**src/rtl/kuuga_mem_pkg.sv**
```systemverilog
// Shared memory-side types: line-fill FSM states, requester identity, AXI constants.
// Latency: n/a (types and constants only).
// Backpressure: n/a.
package kuuga_mem_pkg;

  typedef enum logic [1:0] {
    ST_IDLE = 2'd0,
    ST_ADDR = 2'd1,
    ST_DATA = 2'd2
  } fill_state_t;

  typedef enum logic {
    OWNER_I = 1'b0,
    OWNER_D = 1'b1
  } owner_t;

  localparam logic [1:0] BURST_INCR = 2'b01;
  localparam logic [2:0] SIZE_4B    = 3'b010;
  localparam logic [1:0] RESP_OKAY  = 2'b00;

  // The requester that did not win last time gets the next tie.
  function automatic owner_t other_owner(input owner_t o);
    return (o == OWNER_I) ? OWNER_D : OWNER_I;
  endfunction

endpackage

```
**src/rtl/rr_arbiter2.sv**
```systemverilog
// Two-input round-robin arbiter: combinational winner, registered last owner.
// Latency: winner is combinational; last owner updates on the commit edge.
// Backpressure: none; commit is only asserted when the caller takes the grant.
module rr_arbiter2
  import kuuga_mem_pkg::*;
(
  input  logic   clk,
  input  logic   rst_n,
  input  logic   i_req,
  input  logic   d_req,
  input  logic   commit,
  output owner_t winner,
  output logic   any_req
);

  owner_t last_owner;

  // Single requester wins outright; a tie goes to whoever was not served last.
  always_comb begin
    any_req = i_req | d_req;
    winner  = OWNER_I;
    if (i_req && d_req) begin
      winner = other_owner(last_owner);
    end else if (d_req) begin
      winner = OWNER_D;
    end
  end

  // Remember who was served; reset favours the I side on the first tie.
  always_ff @(posedge clk or negedge rst_n) begin
    if (!rst_n) begin
      last_owner <= OWNER_D;
    end else if (commit) begin
      last_owner <= winner;
    end
  end

endmodule

```
**src/rtl/line_fill_arbiter.sv**
```systemverilog
// Shares one AXI4 read master between I-side and D-side cache line fills.
// Latency: arvalid one cycle after request sampled; read data forwarded combinationally.
// Backpressure: holds arvalid until arready; rready is held high for the whole data phase.
module line_fill_arbiter
  import kuuga_mem_pkg::*;
#(
  parameter int LINE_WORDS = 4,
  parameter int ADDR_WIDTH = 32
) (
  input  logic                  clk,
  input  logic                  rst_n,
  input  logic                  i_req_i,
  input  logic [ADDR_WIDTH-1:0] i_addr_i,
  output logic                  i_gnt_o,
  output logic                  i_rvalid_o,
  output logic [31:0]           i_rdata_o,
  output logic                  i_rlast_o,
  input  logic                  d_req_i,
  input  logic [ADDR_WIDTH-1:0] d_addr_i,
  output logic                  d_gnt_o,
  output logic                  d_rvalid_o,
  output logic [31:0]           d_rdata_o,
  output logic                  d_rlast_o,
  output logic [ADDR_WIDTH-1:0] m_araddr_o,
  output logic [7:0]            m_arlen_o,
  output logic [2:0]            m_arsize_o,
  output logic [1:0]            m_arburst_o,
  output logic                  m_arvalid_o,
  input  logic                  m_arready_i,
  input  logic [31:0]           m_rdata_i,
  input  logic [1:0]            m_rresp_i,
  input  logic                  m_rlast_i,
  input  logic                  m_rvalid_i,
  output logic                  m_rready_o,
  output logic                  err_o
);

  localparam int CNT_W = $clog2(LINE_WORDS);
  localparam logic [CNT_W-1:0]      LAST_BEAT = CNT_W'(LINE_WORDS - 1);
  localparam logic [ADDR_WIDTH-1:0] LINE_MASK = ADDR_WIDTH'(LINE_WORDS * 4 - 1);

  fill_state_t           state_q, state_d;
  owner_t                owner_q;
  owner_t                winner;
  logic                  any_req;
  logic                  start_fill;
  logic                  ar_hs;
  logic                  beat_acc;
  logic [ADDR_WIDTH-1:0] addr_q;
  logic [CNT_W-1:0]      beat_cnt_q;
  logic                  err_q;

  rr_arbiter2 u_rr (
    .clk    (clk),
    .rst_n  (rst_n),
    .i_req  (i_req_i),
    .d_req  (d_req_i),
    .commit (start_fill),
    .winner (winner),
    .any_req(any_req)
  );

  assign m_araddr_o  = addr_q;
  assign m_arlen_o   = 8'(LINE_WORDS - 1);
  assign m_arsize_o  = SIZE_4B;
  assign m_arburst_o = BURST_INCR;
  assign err_o       = err_q;

  // Next state plus all state-decoded handshake and forwarding outputs.
  always_comb begin
    state_d     = state_q;
    m_arvalid_o = 1'b0;
    m_rready_o  = 1'b0;
    start_fill  = 1'b0;
    ar_hs       = 1'b0;
    beat_acc    = 1'b0;
    i_gnt_o     = 1'b0;
    d_gnt_o     = 1'b0;
    i_rvalid_o  = 1'b0;
    i_rdata_o   = 32'd0;
    i_rlast_o   = 1'b0;
    d_rvalid_o  = 1'b0;
    d_rdata_o   = 32'd0;
    d_rlast_o   = 1'b0;
    case (state_q)
      ST_IDLE: begin
        if (any_req) begin
          start_fill = 1'b1;
          state_d    = ST_ADDR;
        end
      end
      ST_ADDR: begin
        m_arvalid_o = 1'b1;
        ar_hs       = m_arready_i;
        i_gnt_o     = ar_hs && (owner_q == OWNER_I);
        d_gnt_o     = ar_hs && (owner_q == OWNER_D);
        if (ar_hs) begin
          state_d = ST_DATA;
        end
      end
      ST_DATA: begin
        m_rready_o = 1'b1;
        beat_acc   = m_rvalid_i;
        if (owner_q == OWNER_I) begin
          i_rvalid_o = m_rvalid_i;
          i_rdata_o  = m_rdata_i;
          i_rlast_o  = m_rlast_i;
        end else begin
          d_rvalid_o = m_rvalid_i;
          d_rdata_o  = m_rdata_i;
          d_rlast_o  = m_rlast_i;
        end
        // Only rlast ends the burst, even when the beat count disagrees.
        if (beat_acc && m_rlast_i) begin
          state_d = ST_IDLE;
        end
      end
      default: state_d = ST_IDLE;
    endcase
  end

  // FSM state register.
  always_ff @(posedge clk or negedge rst_n) begin
    if (!rst_n) begin
      state_q <= ST_IDLE;
    end else begin
      state_q <= state_d;
    end
  end

  // Latch owner and line-aligned address when a fill is accepted from IDLE.
  always_ff @(posedge clk or negedge rst_n) begin
    if (!rst_n) begin
      owner_q <= OWNER_D;
      addr_q  <= '0;
    end else if (start_fill) begin
      owner_q <= winner;
      addr_q  <= ((winner == OWNER_I) ? i_addr_i : d_addr_i) & ~LINE_MASK;
    end
  end

  // Beat counter restarts at the AR handshake and steps per accepted beat.
  always_ff @(posedge clk or negedge rst_n) begin
    if (!rst_n) begin
      beat_cnt_q <= '0;
    end else if (ar_hs) begin
      beat_cnt_q <= '0;
    end else if (beat_acc) begin
      beat_cnt_q <= beat_cnt_q + CNT_W'(1);
    end
  end

  // Sticky error: bad response, or rlast not lining up with the final beat.
  always_ff @(posedge clk or negedge rst_n) begin
    if (!rst_n) begin
      err_q <= 1'b0;
    end else if (beat_acc) begin
      if ((m_rresp_i != RESP_OKAY) || (m_rlast_i != (beat_cnt_q == LAST_BEAT))) begin
        err_q <= 1'b1;
      end
    end
  end

endmodule

```
**config.mk**
```make
export PLATFORM = sky130hd
export DESIGN_NAME = line_fill_arbiter
export DESIGN_NICKNAME = d
export VERILOG_FILES = /design/src/rtl/kuuga_mem_pkg.sv /design/src/rtl/rr_arbiter2.sv /design/src/rtl/line_fill_arbiter.sv
export SDC_FILE = /design/constraint.sdc
export NUM_CORES = 1
export LEC_CHECK = 0
export CAP_MARGIN = 10
export CORE_UTILIZATION = 33
export DETAILED_ROUTE_END_ITERATION = 10
export GPL_TIMING_DRIVEN = 0
export PLACE_DENSITY = 0.87
export SYNTH_ARGS = -nofsm -noshare
export SYNTH_HDL_FRONTEND = slang
export SYNTH_SLANG_ARGS = --single-unit
```
**constraint.sdc**
```tcl
create_clock -name clk -period 2.6 [get_ports clk]
set_input_delay 0.26 -clock clk [delete_from_list [all_inputs] [get_ports clk]]
set_output_delay 0.26 -clock clk [all_outputs]
set_load 0.005 [all_outputs]
```
==> results.txt <==
The die footprint is 7469 um2. The final-report max-slew violation count was 0. Setup repair after global routing left no endpoint under its margin. The post-CTS resize count is 0. The class of the worst hold path is in -> async.

The combined buffer and inverter count along the critical path came out at 2. The area overhead of the layout relative to synthesis came out at 95.48%. The number of flops mapped to enable cells by yosys came out at 0. The part of the Yosys area used for sequential elements is 0.3622. Entering global routing, the biggest net connects 35 pins. The setup total negative slack came out at 0 ps. The total number of clock tree sinks is 34. The number of top-level pins came out at 223. Detailed routing inserted a total of roughly 2.8k vias. The first global-routing pass estimated 13360 um of wire. The share of synthesized area in the top cell type comes to 0.3511. The count of yosys warnings during synthesis is 0.

The critical path data required time came out at roughly 2300 ps. The clock reaches the later pin of the worst-skew pair after 280 ps. The average routed wire per standard cell is around 14 um. The headroom to the max-slew limit came out at 0.4774. Grouping stages by cell kind, the critical path spends the most delay in buffers and inverters. The worst setup path is launched from a register. The post-synthesis register bit count is 34. For this design, the CTS-stage hold fixing added 0 buffers. Synthesis produced a netlist whose cell count is 285. The synthesized area per cell came out at between 8 and 9 um2.

The arrival time at the worst endpoint came out at around 2000 ps. The transition time at the pin with the least slew margin came out at ~800 ps. The number of global-route vias before repair is between 2k and 3k. Across every metal layer, demand over resource in global routing totals 0.2272.

The floorplan step defined a core boundary enclosing between 6000 and 7000 um2. The number of placed instances, taps included, is approximately 590. The register-to-register setup slack is 1050 ps. The standard cell with the maximum stage delay on the critical path is sky130_fd_sc_hd__dfstp_2. The final-stage net count is 609. The post-CTS setup buffer count is 0. The proportion of layout cells with a drive suffix above 1 came out at 0.1091. STA classifies the critical path endpoint as an output port. By startpoint and endpoint, the worst setup path is classified as reg -> out. The mapped cell area is 2352 um2. The TritonCTS buffer count came out at 5. The commonest cells after synthesis are sky130_fd_sc_hd__nand2_1 (58), sky130_fd_sc_hd__and3_1 (35), sky130_fd_sc_hd__and2_1 (34).

Of all cell types, the one taking the most synthesized area is sky130_fd_sc_hd__dfrtp_1. The max-cap violation count is 0. The die outline width is a little under 90 um.

The root buffer selected by CTS is sky130_fd_sc_hd__clkbuf_8. The maximum clock path buffer count is 2. The first-iteration detailed-routing DRC count is 54. The proportion of register bits with asynchronous set or reset after synthesis came out at 1.000. For this run, global-route usage on met1 was measured as 0.2368. The fmax came out at around 440 MHz. Among all cell types in the netlist, the one instantiated most often is sky130_fd_sc_hd__nand2_1. The quantity of I/O buffers inserted on ports is between 150 and 200. Along the worst path, the maximum fanout reaches 14. The met2 global-route usage came out at 0.4459. TritonCTS built the clock tree. The detail route stage leaves a number of antenna-violating nets equal to 0. After synthesis, the netlist uses 28 different library cells. For this run, the leading register cell type out of synthesis is sky130_fd_sc_hd__dfrtp_1.

The vertical die dimension is between 80 and 90 um. The cell leakage power is 2.032 nW. The signal on the critical path passes through clkbuf_1 -> and3_1 -> clkdlybuf4s50_1. The peak ir drop on the vdd network is ~0.00045 V. The clock-pin slew of the registers on the worst-case setup and hold paths came out at around 70 ps. The number of standard cells in the layout, taps in and fillers out came out at 600. After synthesis, the cell types taking the most area are sky130_fd_sc_hd__dfrtp_1 (35%), sky130_fd_sc_hd__and3_1 (9.3%), sky130_fd_sc_hd__nand2_1 (9.3%). The starting density of the core is 0.3443. The biggest cell delay along the critical path came out at roughly 670 ps. The final global-route overflow total came out at 0. The initial antenna violation count is 0.

The period utilization came out at 0.8819. Setup violations remaining at the end of the flow were counted as 0. Between clock sinks in the finished design, the worst skew comes to 13.28 ps.

The detailed-route DRC error count came out at 0. The depth of the CTS H-tree came out at 2. The minimum clock period is 2293 ps. In this run the core area contains 30 standard-cell rows.

The final routed wirelength across all metal layers came out at approximately 8600 um. The placer's final routability congestion estimate is about 0.8. The total power divided by cell area came out at between 700 and 800 nW/um2. The antenna cell count is 0. After global routing, the most crowded layer is met2. The final count of hold timing violations is 0. The via density per instance came out at ~4.7. The flow ran to the end, and the final reports show no timing, DRC or antenna violations. The first detailed-routing pass ran for 4 iterations. In the global route stage, met3 resource usage came out at 0.04762. The detailed placement HPWL is between 7000 and 8000 um.
[final timing paths]
kind / from / end / cells past startpoint
min in group clk: err_o / err_o / 1
max in group asynchronous: rst_n / err_o / 1
min reg2reg: err_o / err_o / 1
max reg2reg: u_rr.last_owner / m_araddr_o[13] / 5
min: rst_n / m_araddr_o[5] / 1
max: u_rr.last_owner / d_rdata_o[7] / 3
[sequential cells by signal (all words and copies together), names as in the netlist]
| signal | cells |
|---|---|
| u_rr.last_owner | 1 |
| beat_cnt_q | 2 |
| err_o | 1 |
| m_araddr_o | 28 |
| state_q | 2 |
[logic make-up after synthesis]
kind of cell             after synthesis  synth area share
XOR/XNOR                               2          0.007448
other                                  2          0.003193
AND/OR/NAND/NOR                      139            0.3059
AO/OA/AOI/OAI                         63            0.1872
buffers and inverters                 43            0.1245
multiplexers                           1          0.004255
adder cells (fa/ha/maj)                1          0.005318
flip-flops                            34            0.3622
[layer usage]
layer / routed length (um) / share of wire
met1: 3152 / 0.37
met5: 0 / 0
met2: 4581 / 0.54
met4: 187 / 0.022
met3: 629 / 0.074
[where the power goes]
part	switching [mW]	internal, mW
sequential	0.179	0.797
clock	0.184	0.287
combinational	0.872	1.20
[through the flow]
| stage | utilization | setup slack (ps) | cell area, um2 | hold WS, ps | total power [mW] |
|---|---|---|---|---|---|
| 3_3_place_gp | 0.6588 | 428.9 | 4501 | 464.2 | 3.016 |
| 3_5_place_dp | 0.6581 | 419.8 | 4496 | 386.2 | 3.073 |
| 2_1_floorplan | - | 1178 | 2409 | -35.59 | 1.897 |
| 4_1_cts | 0.6736 | 103.2 | 4602 | 79.12 | 3.555 |
| 5_1_grt | 0.6731 | 180.3 | 4598 | 118.0 | 3.772 |
| 6_report | 0.6731 | 306.9 | 4598 | 56.76 | 3.521 |
[area by class of cell]
cell class                 instances  area [um2]
clock buffer                       7       76.32
fill                             569        2233
sequential                        34       852.1
inverter                           1       3.754
multi-input combinational        223        1264
timing repair buffer             197        1967
clock inverter                     1       30.03
tap                               96       120.1
buffer                            41       285.3
[placed cells by master, fill, tap and decap left out]
cell type	count
sky130_fd_sc_hd__a31oi_1	19
sky130_fd_sc_hd__a21boi_4	1
sky130_fd_sc_hd__ha_1	1
sky130_fd_sc_hd__mux2i_1	1
sky130_fd_sc_hd__o21bai_1	1
sky130_fd_sc_hd__and2b_4	1
sky130_fd_sc_hd__a21bo_1	1
sky130_fd_sc_hd__dfstp_2	1
sky130_fd_sc_hd__inv_1	1
sky130_fd_sc_hd__a21o_1	2
sky130_fd_sc_hd__nor2b_1	2
sky130_fd_sc_hd__and3_1	35
sky130_fd_sc_hd__conb_1	17
sky130_fd_sc_hd__nor3_1	2
sky130_fd_sc_hd__bufinv_16	1
sky130_fd_sc_hd__clkbuf_1	9
sky130_fd_sc_hd__dfrtp_1	33
sky130_fd_sc_hd__clkbuf_8	5
sky130_fd_sc_hd__clkdlybuf4s50_1	196
sky130_fd_sc_hd__nor2_1	4
sky130_fd_sc_hd__nand2_1	58
sky130_fd_sc_hd__nand3b_1	1
sky130_fd_sc_hd__and2_4	1
sky130_fd_sc_hd__and2_1	34
sky130_fd_sc_hd__buf_4	23
sky130_fd_sc_hd__or2_1	1
sky130_fd_sc_hd__xor2_1	2
sky130_fd_sc_hd__buf_2	7
sky130_fd_sc_hd__a31oi_2	10
sky130_fd_sc_hd__buf_6	5
sky130_fd_sc_hd__a21oi_1	29
Power figures use the tool's default switching activity.
